File: src/rtl/demo_pkg.sv
// Shared constants, state encoding and scene table for the demo sequencer.
package demo_pkg;

    localparam logic [1:0] ST_IDLE     = 2'd0;
    localparam logic [1:0] ST_FADE_IN  = 2'd1;
    localparam logic [1:0] ST_PLAY     = 2'd2;
    localparam logic [1:0] ST_FADE_OUT = 2'd3;

    typedef enum logic [1:0] {
        IDLE     = ST_IDLE,
        FADE_IN  = ST_FADE_IN,
        PLAY     = ST_PLAY,
        FADE_OUT = ST_FADE_OUT
    } state_e;

    localparam logic [3:0] VOL_MAX = 4'd15;

    // Scene index -> {channel mask s4..s1, effect select}.
    function automatic logic [5:0] scene_entry(input logic [2:0] scene);
        logic [5:0] e;
        case (scene)
            3'd0:    e = {4'b0001, 2'd0};
            3'd1:    e = {4'b0011, 2'd0};
            3'd2:    e = {4'b0111, 2'd1};
            3'd3:    e = {4'b1111, 2'd1};
            3'd4:    e = {4'b1110, 2'd2};
            3'd5:    e = {4'b1101, 2'd2};
            3'd6:    e = {4'b1011, 2'd3};
            default: e = {4'b1111, 2'd3};
        endcase
        return e;
    endfunction

endpackage

File: src/rtl/demo_sequencer_scene_rom.sv
// Combinational scene lookup; its outputs are registered by the parent.
module scene_rom
    import demo_pkg::*;
(
    input  logic [2:0] scene_i,
    output logic [3:0] mask_o,
    output logic [1:0] fx_o
);

    // Table lookup for the scene being entered or held.
    always_comb begin
        {mask_o, fx_o} = scene_entry(scene_i);
    end

endmodule

File: src/rtl/demo_sequencer.sv
// Scene scheduler: walks the song order on bar ticks, ramps master volume
// on frame ticks, and drives channel mask / effect select per scene.
//
// Handshake: none. bar_tick and frame_tick are single-cycle strobes with no
// back-pressure; a strobe is consumed only by the state that uses it and only
// while pause is low. Every output comes straight from a register.
module demo_sequencer
    import demo_pkg::*;
#(
    parameter int NUM_SCENES     = 8,
    parameter int BARS_PER_SCENE = 4,
    parameter int LOOP_SCENE     = 1
) (
    input  logic       clock,
    input  logic       reset,
    input  logic       bar_tick,
    input  logic       frame_tick,
    input  logic       pause,
    output logic [2:0] scene_o,
    output logic [3:0] ch_mask,
    output logic [1:0] fx_sel,
    output logic [3:0] vol,
    output logic       scene_start,
    output logic [1:0] state_o
);

    localparam logic [2:0] SCENE_LAST = 3'(NUM_SCENES - 1);
    localparam logic [2:0] SCENE_LOOP = 3'(LOOP_SCENE);
    localparam logic [3:0] BAR_LAST   = 4'(BARS_PER_SCENE - 1);

    state_e     state_q, state_d;
    logic [2:0] scene_q, scene_d;
    logic [3:0] bar_cnt_q, bar_cnt_d;
    logic [3:0] vol_q, vol_d;
    logic       start_q, start_d;
    logic [3:0] mask_q, mask_d;
    logic [1:0] fx_q, fx_d;
    logic [3:0] rom_mask;
    logic [1:0] rom_fx;

    // Table entry for the scene that will be current after this edge.
    scene_rom u_scene_rom (
        .scene_i (scene_d),
        .mask_o  (rom_mask),
        .fx_o    (rom_fx)
    );

    // Next-state logic: timeline advance, volume ramp and scene entry pulse.
    always_comb begin
        state_d   = state_q;
        scene_d   = scene_q;
        bar_cnt_d = bar_cnt_q;
        vol_d     = vol_q;
        start_d   = 1'b0;
        if (!pause) begin
            case (state_q)
                IDLE: begin
                    if (bar_tick) begin
                        state_d   = FADE_IN;
                        scene_d   = 3'd0;
                        bar_cnt_d = 4'd0;
                        vol_d     = 4'd0;
                        start_d   = 1'b1;
                    end
                end
                FADE_IN: begin
                    if (frame_tick) begin
                        if (vol_q == VOL_MAX) begin
                            state_d   = PLAY;
                            bar_cnt_d = 4'd0;
                        end else begin
                            vol_d = vol_q + 4'd1;
                        end
                    end
                end
                PLAY: begin
                    if (bar_tick) begin
                        if (bar_cnt_q == BAR_LAST) begin
                            bar_cnt_d = 4'd0;
                            if (scene_q == SCENE_LAST) begin
                                state_d = FADE_OUT;
                            end else begin
                                scene_d = scene_q + 3'd1;
                                start_d = 1'b1;
                            end
                        end else begin
                            bar_cnt_d = bar_cnt_q + 4'd1;
                        end
                    end
                end
                FADE_OUT: begin
                    if (frame_tick) begin
                        if (vol_q == 4'd0) begin
                            state_d = FADE_IN;
                            scene_d = SCENE_LOOP;
                            start_d = 1'b1;
                        end else begin
                            vol_d = vol_q - 4'd1;
                        end
                    end
                end
                default: state_d = IDLE;
            endcase
        end
        // Outputs are silent while idle, otherwise follow the scene table.
        if (state_d == IDLE) begin
            mask_d = 4'd0;
            fx_d   = 2'd0;
        end else begin
            mask_d = rom_mask;
            fx_d   = rom_fx;
        end
    end

    // State and output registers with synchronous reset.
    always_ff @(posedge clock) begin
        if (reset) begin
            state_q   <= IDLE;
            scene_q   <= 3'd0;
            bar_cnt_q <= 4'd0;
            vol_q     <= 4'd0;
            start_q   <= 1'b0;
            mask_q    <= 4'd0;
            fx_q      <= 2'd0;
        end else begin
            state_q   <= state_d;
            scene_q   <= scene_d;
            bar_cnt_q <= bar_cnt_d;
            vol_q     <= vol_d;
            start_q   <= start_d;
            mask_q    <= mask_d;
            fx_q      <= fx_d;
        end
    end

    assign scene_o     = scene_q;
    assign ch_mask     = mask_q;
    assign fx_sel      = fx_q;
    assign vol         = vol_q;
    assign scene_start = start_q;
    assign state_o     = state_q;

endmodule

File: config.mk
export PLATFORM = sky130hd
export DESIGN_NAME = demo_sequencer
export DESIGN_NICKNAME = d
export VERILOG_FILES = /design/src/rtl/demo_pkg.sv /design/src/rtl/demo_sequencer_scene_rom.sv /design/src/rtl/demo_sequencer.sv
export SDC_FILE = /design/constraint.sdc
export NUM_CORES = 1
export LEC_CHECK = 0
export CORE_ASPECT_RATIO = 0.75
export CORE_MARGIN = 2
export CORE_UTILIZATION = 50
export CTS_CLUSTER_SIZE = 12
export DETAILED_ROUTE_END_ITERATION = 10
export PLACE_DENSITY_LB_ADDON = 0.08
export SLEW_MARGIN = 20
export SYNTH_ARGS = -nofsm -noshare
export SYNTH_HDL_FRONTEND = slang
export SYNTH_SLANG_ARGS = --single-unit
File: constraint.sdc
create_clock -name clock -period 3.5 [get_ports clock]
set_input_delay 0.35 -clock clock [delete_from_list [all_inputs] [get_ports clock]]
set_output_delay 0.35 -clock clock [all_outputs]
set_load 0.01 [all_outputs]
==> results.cfg <==
[yosys]
synthesis_warning_total = 0
postSynth.asyncResetShare = 0
mappedNetlistArea_sq_um = 1170
postSynthNetCount = 137
ys_top_cells_by_area = dfxtp_1, nor2_1, ha_1
synth-xor-area-share = 0.0225
synthDominantAreaCellType = dfxtp_1
number_of_distinct_library_cell_variants_in_the_gate_level_netlist_after_synthesis = 45
synth-edff-count = 0
synth_top_flop_cell = dfxtp_1
avgSynthCellArea_sq_um = 9.18
ys_seq_area_frac = 0.343
netlist.area_leader.share = 0.343
main_combinational_cell_family_by_area_after_synthesis = simple AND/OR/NAND/NOR gates
yosys-mux-area-fraction = 0.0258
synthCells = 127
synth-adder-area-share = 0.0601
yosys_register_bits = 20
compound_gate_portion_of_the_synthesized_area = 0.250
basic_gate_share_of_the_synthesized_area_counting_and_or_nand_and_nor_cells = 0.265

[clock_tree]
ctsLongestPathBuffers = 2
clock_sinks = 20
worst_setup_hold_path_clk_slew_ns = 0.11
clockRootBuffer = clkbuf_4
cts_tree = yes
clkLatencyLatePin_ns = 0.30
cts_hold_repair.buffers = 0
cts-resized-gates = 0
cts-buffers-inserted = 3
post-cts-setup-buffers = 0
cts.htree.levels = 1

[worst_setup_path]
worst_setup_sp_type = register
cp_peak_stage_delay_ns = 0.83
arrival_ns = 2.53
timing.critical_path.slowest_stage_cell = dfxtp_1
rr_worst_depth = 7
critical_path.cell_chain = and2_1 -> ha_1 -> a21o_1 -> a21oi_1 -> xnor2_1 -> nand4b_1 -> a31oi_1
critPathRequiredTime_ns = 3.73
worstPathMaxFanout = 21
worst-setup-path-type = reg2reg
endpoint_kind = register

[drt]
dr.pass1.iters = 4
vias = 1012
number_of_drc_violations_after_detailed_routing = 0
drtIter0Drc = 48
route.antenna.remaining_nets = 0
drt-wirelength-per-cell_microns = 14.7
postRouteWirelength_microns = 2510
routed_via_density = 5.92

[pwr]
power.density_nw_per_um2 = 285
cellLeakagePower_nw = 0.517
power.ir.vdd_worst_v = 0.000200

[floorplanning]
initial_standard_cell_utilization_of_the_core = 0.518
rows = 15
floorplan.core_area_sq_um = 2250
die_outline_height_microns = 45.8
die_area_sq_um = 2740
fp.dieW_microns = 59.8
io_pins = 21

[grt]
first_global_vias = 941
antenna_violations_before_repair = 0
grt_max_degree = 22
gr-total-overflow = 0
grt_usage = 0.210
grt_first_pass_wirelength_microns = 4350

[placed_design]
numPortBuffers = 20
gp_congestion = 0.922
post-place-ws_ns = 1.11
detailed_place.area_sq_um = 1370
dp.final_hpwl_microns = 1860

[timing]
finalWorstPathRequiredPeriod_ns = 2.30
layout_setup_ws_ns = 1.20
timing_worst_slew_pin_value_ns = 0.761
timing.slew.headroom = 0.492
rsz0062_at_grt = false
timing.final.max_slew_violations = 0
finalHoldViolCount = 0
maxClockFrequency_ghz = 0.435
post-route-period-util = 0.657
skew_ns = 0.00369
fin_tns_setup_ns = 0
setup_viol_count_final = 0

[finish]
finalNetCount = 157
postLayoutCellArea_sq_um = 1410
layout-area-overhead-vs-synth_pct = 20.9
final_layout_size_suffix_gt1_frac = 0.103
antenna_cells_inserted = 0

[hold_path]
min-delay-path-class = reg2reg
hold_depth = 2

[status]
outcome = completed

[job]
maxcap_viol_count = 0
-- layer usage --
| metal | global-route usage | wire length (microns) | vias up |
|---|---|---|---|
| met3 | 0.0511 | 170 | 2 |
| li1 | - | - | 511 |
| met4 | 0.0400 | 15 | 0 |
| met5 | 0 | 0 | - |
| met2 | 0.328 | 1110 | 36 |
| met1 | 0.295 | 1210 | 463 |
-- kinds of logic after synthesis --
family,after synthesis
adders and majority gates,5
AOI/OAI and AO/OA,37
and+or+nand+nor,50
xor gates and xnor gates,3
muxes,3
buffers and inverters,9
DFF,20
-- cells in the mapped netlist, types with 2 or more instances --
library cell and number:
dfxtp_1 20, nor2_1 14, a21oi_1 9, nand2_1 6
a31oi_1 5, and2_1 5, buf_2 4, ha_1 4
inv_1 4, nor2b_1 4, o21ai_0 4, mux2i_1 3
nor3b_1 3, a211oi_1 2, and4bb_2 2, nand3_1 2
nand3b_1 2, nand4_1 2, nor3_1 2, o21a_1 2
o22ai_1 2, or3_1 2, xnor2_1 2
-- final cells by class --
class | count | area [sq um]
timing repair buffer | 20 | 200
fill | 202 | 842
clock buffer | 4 | 36.3
tap | 25 | 31.3
multi-input combinational | 98 | 727
sequential | 20 | 400
inverter | 4 | 15.0
-- cells in the final DEF, fill, tap and decap left out, types with 2 or more instances in the layout --
cell type / instances
nor2b_1: 4
xnor2_1: 2
a211oi_1: 2
or3_1: 2
o21ai_0: 4
nor2_1: 14
nand3_1: 2
a21oi_1: 9
clkbuf_4: 3
dfxtp_1: 20
a31oi_1: 5
mux2i_1: 3
and4bb_2: 2
nand2_1: 6
nor3_1: 2
nand3b_1: 2
o21a_1: 2
inv_1: 4
clkdlybuf4s50_1: 20
ha_1: 4
o22ai_1: 2
nor3b_1: 3
nand4_1: 2
and2_1: 5
-- sequential cells by signal, summed over array words and instances, names as in the netlist --
register,count
bar_cnt_q,4
ch_mask,4
fx_sel,2
scene_o,3
scene_start,1
state_o,2
vol,4
-- critical path: cells and delay by family (launching register included) --
| kind | cells | cell delay [ns] |
|---|---|---|
| flops | 1 | 0.83 |
| simple gates | 2 | 0.43 |
| fa+ha+maj | 1 | 0.27 |
| xor+xnor | 1 | 0.15 |
| compound gates | 3 | 0.54 |
-- stage by stage --
stage          std cells   util  hold WS (ns)  power (mW)
2_1_floorplan        127      -         0.421       0.261
3_3_place_gp         167  0.610         0.469       0.273
3_5_place_dp         167  0.610         0.474       0.274
4_1_cts              171  0.626         0.490       0.406
5_1_grt              171  0.626         0.509       0.418
6_report             171  0.626         0.487       0.402
-- final timing paths --
| path | startpoint | end | slack, ns |
|---|---|---|---|
| max | state_o[0]$_SDFF_PP0_ | vol[3]$_SDFFE_PP0P_ | 1.20 |
| min | bar_cnt_q[1]$_SDFFE_PP0P_ | bar_cnt_q[1]$_SDFFE_PP0P_ | 0.49 |
| max reg2reg | state_o[0]$_SDFF_PP0_ | vol[3]$_SDFFE_PP0P_ | 1.20 |
| min reg2reg | bar_cnt_q[1]$_SDFFE_PP0P_ | bar_cnt_q[1]$_SDFFE_PP0P_ | 0.49 |
-- where the power goes --
group | total [mW] | internal [mW] | leakage (nW) | switching [mW]
clock network | 0.133 | 0.0635 | 0.0210 | 0.0692
registers | 0.233 | 0.229 | 0.161 | 0.00398
logic | 0.0359 | 0.0168 | 0.335 | 0.0191
(Power assumes the default switching activity.)
==> variant, RTL diff (config.mk and constraints unchanged) <==
Add an input register stage for `bar_tick`, `frame_tick` and `pause`; this delays them by one clock. Comments in the files are not updated.
--- a/src/rtl/demo_sequencer.sv
+++ b/src/rtl/demo_sequencer.sv
@@ -28,6 +28,16 @@
     localparam logic [2:0] SCENE_LOOP = 3'(LOOP_SCENE);
     localparam logic [3:0] BAR_LAST   = 4'(BARS_PER_SCENE - 1);
 
+    logic bar_tick_q;
+    logic frame_tick_q;
+    logic pause_q;
+
+    always_ff @(posedge clock) begin
+        bar_tick_q   <= bar_tick;
+        frame_tick_q <= frame_tick;
+        pause_q      <= pause;
+    end
+
     state_e     state_q, state_d;
     logic [2:0] scene_q, scene_d;
     logic [3:0] bar_cnt_q, bar_cnt_d;
@@ -52,10 +62,10 @@
         bar_cnt_d = bar_cnt_q;
         vol_d     = vol_q;
         start_d   = 1'b0;
-        if (!pause) begin
+        if (!pause_q) begin
             case (state_q)
                 IDLE: begin
-                    if (bar_tick) begin
+                    if (bar_tick_q) begin
                         state_d   = FADE_IN;
                         scene_d   = 3'd0;
                         bar_cnt_d = 4'd0;
@@ -64,7 +74,7 @@
                     end
                 end
                 FADE_IN: begin
-                    if (frame_tick) begin
+                    if (frame_tick_q) begin
                         if (vol_q == VOL_MAX) begin
                             state_d   = PLAY;
                             bar_cnt_d = 4'd0;
@@ -74,7 +84,7 @@
                     end
                 end
                 PLAY: begin
-                    if (bar_tick) begin
+                    if (bar_tick_q) begin
                         if (bar_cnt_q == BAR_LAST) begin
                             bar_cnt_d = 4'd0;
                             if (scene_q == SCENE_LAST) begin
@@ -89,7 +99,7 @@
                     end
                 end
                 FADE_OUT: begin
-                    if (frame_tick) begin
+                    if (frame_tick_q) begin
                         if (vol_q == 4'd0) begin
                             state_d = FADE_IN;
                             scene_d = SCENE_LOOP;
Formal check against the unedited RTL: not equivalent (a bounded check fails within 4 cycles, from zero or initial values and one cycle with reset high).
==> variant against the unedited design <==
- critical endpoint unchanged
- utilization down 0.52 points
- sequential cell count is 3 higher
- routed wire length is 5.2% lower
- final cell count rose by 2.3%
- first-iteration DRC count down 25%
- total power increased by 7.5%
- global-route usage is 1.7 points lower
- area after synthesis grew 1.3%
- worst setup slack better by 0.0078 ns
- cell area unchanged
- clock skew is 0.00068 ns lower
==> variant: results <==
[route]
drt_iter0_drc = 36
wl_met1_um = 1180
routed_wl_um = 2380
wl_met3_um = 110
dr_wl_met2_um = 1050
viasPerCell = 5.63

[yosys]
yosys-top-cells-count = "dfxtp_1 (23), a21oi_1 (9), nor2_1 (8), o21ai_0 (7), nand2_1 (6)"
synthTopCellsByArea = "dfxtp_1 (39%), ha_1 (4.2%), a21oi_1 (3.8%), o21ai_0 (3.0%), a32oi_2 (2.8%)"
synth.mux.area_fraction = 0.00847
yosysSeqAreaShare = 0.390
synth_cell_types = 47
synth_compound_area_frac = 0.244
ys_async_sr_fraction = 0
synth_xor_area_frac = 0.0148
synthesis.nets = 131
synthAdderAreaFrac = 0.0593

[power_and_ir_drop]
net-switching-power_mw = 0.102
pg_seq_mw = 0.272
p_leak_nw = 0.527
max-vdd-ir-drop_mv = 0.179
p_int_mw = 0.330
clockPowerShare = 0.285

[finish]
clkCellAreaFrac = 0.0186
fillCellCount = 190
drive_above_1_share = 0.128
seq_share = 0.327
seq_cells = 23
inv_count = 3
num-multi-input-gates = 91
nets = 152
multi_input_area_share = 0.475

[global_routing]
grt_pass1_wl_um = 3880
grtUsageMet1 = 0.276
gr-usage-met3 = 0.0506
gr-usage-met2 = 0.280
track_usage = 0.193
grt_pass1_vias = 845
grt_max_degree = 17

[timing]
fin_hold_ws_ns = 0.463
skew_ns = 0.00301
worst_pin_slew_ns = 0.772

[place]
hpwl_um = 1740
routabilityCongestion = 0.824

[hold_path]
min-delay-path-class = "in2reg"

[outcome]
status = "completed"

[worst_setup_path]
crit_fanout = 16
variant: cell count changes after synthesis, sizes merged, moves of 3 or more:
cell and delta:
o21ai +3, and2b +4, a32oi +4, dfxtp +3, nor2 -6, nor2b -5
a31oi -4, and3 +3
variant: worst paths after layout:
check        cells after the start         start           end
max                              7    state_o[1]        vol[3]
min                              1         pause       pause_q
max reg2reg                      7    state_o[1]        vol[3]
min reg2reg                      1  bar_cnt_q[3]  bar_cnt_q[3]
variant: metrics by stage:
step | cells | instance area [um2] | setup slack [ns] | utilization
floorplan | 121 | 1180 | 1.42 | -
finish | 175 | 1410 | 1.21 | 0.621
global route | 175 | 1410 | 1.02 | 0.621
CTS | 175 | 1410 | 1.21 | 0.621
global placement | 171 | 1380 | 1.30 | 0.609
detailed placement | 171 | 1380 | 1.24 | 0.609
variant: critical path: stages (launching register included):
cell     delay, ns
dfxtp_1       0.63
and2_2        0.28
ha_1          0.23
a21o_1        0.17
a21oi_1       0.17
xor2_1        0.11
a211o_2       0.35
a32o_1        0.25
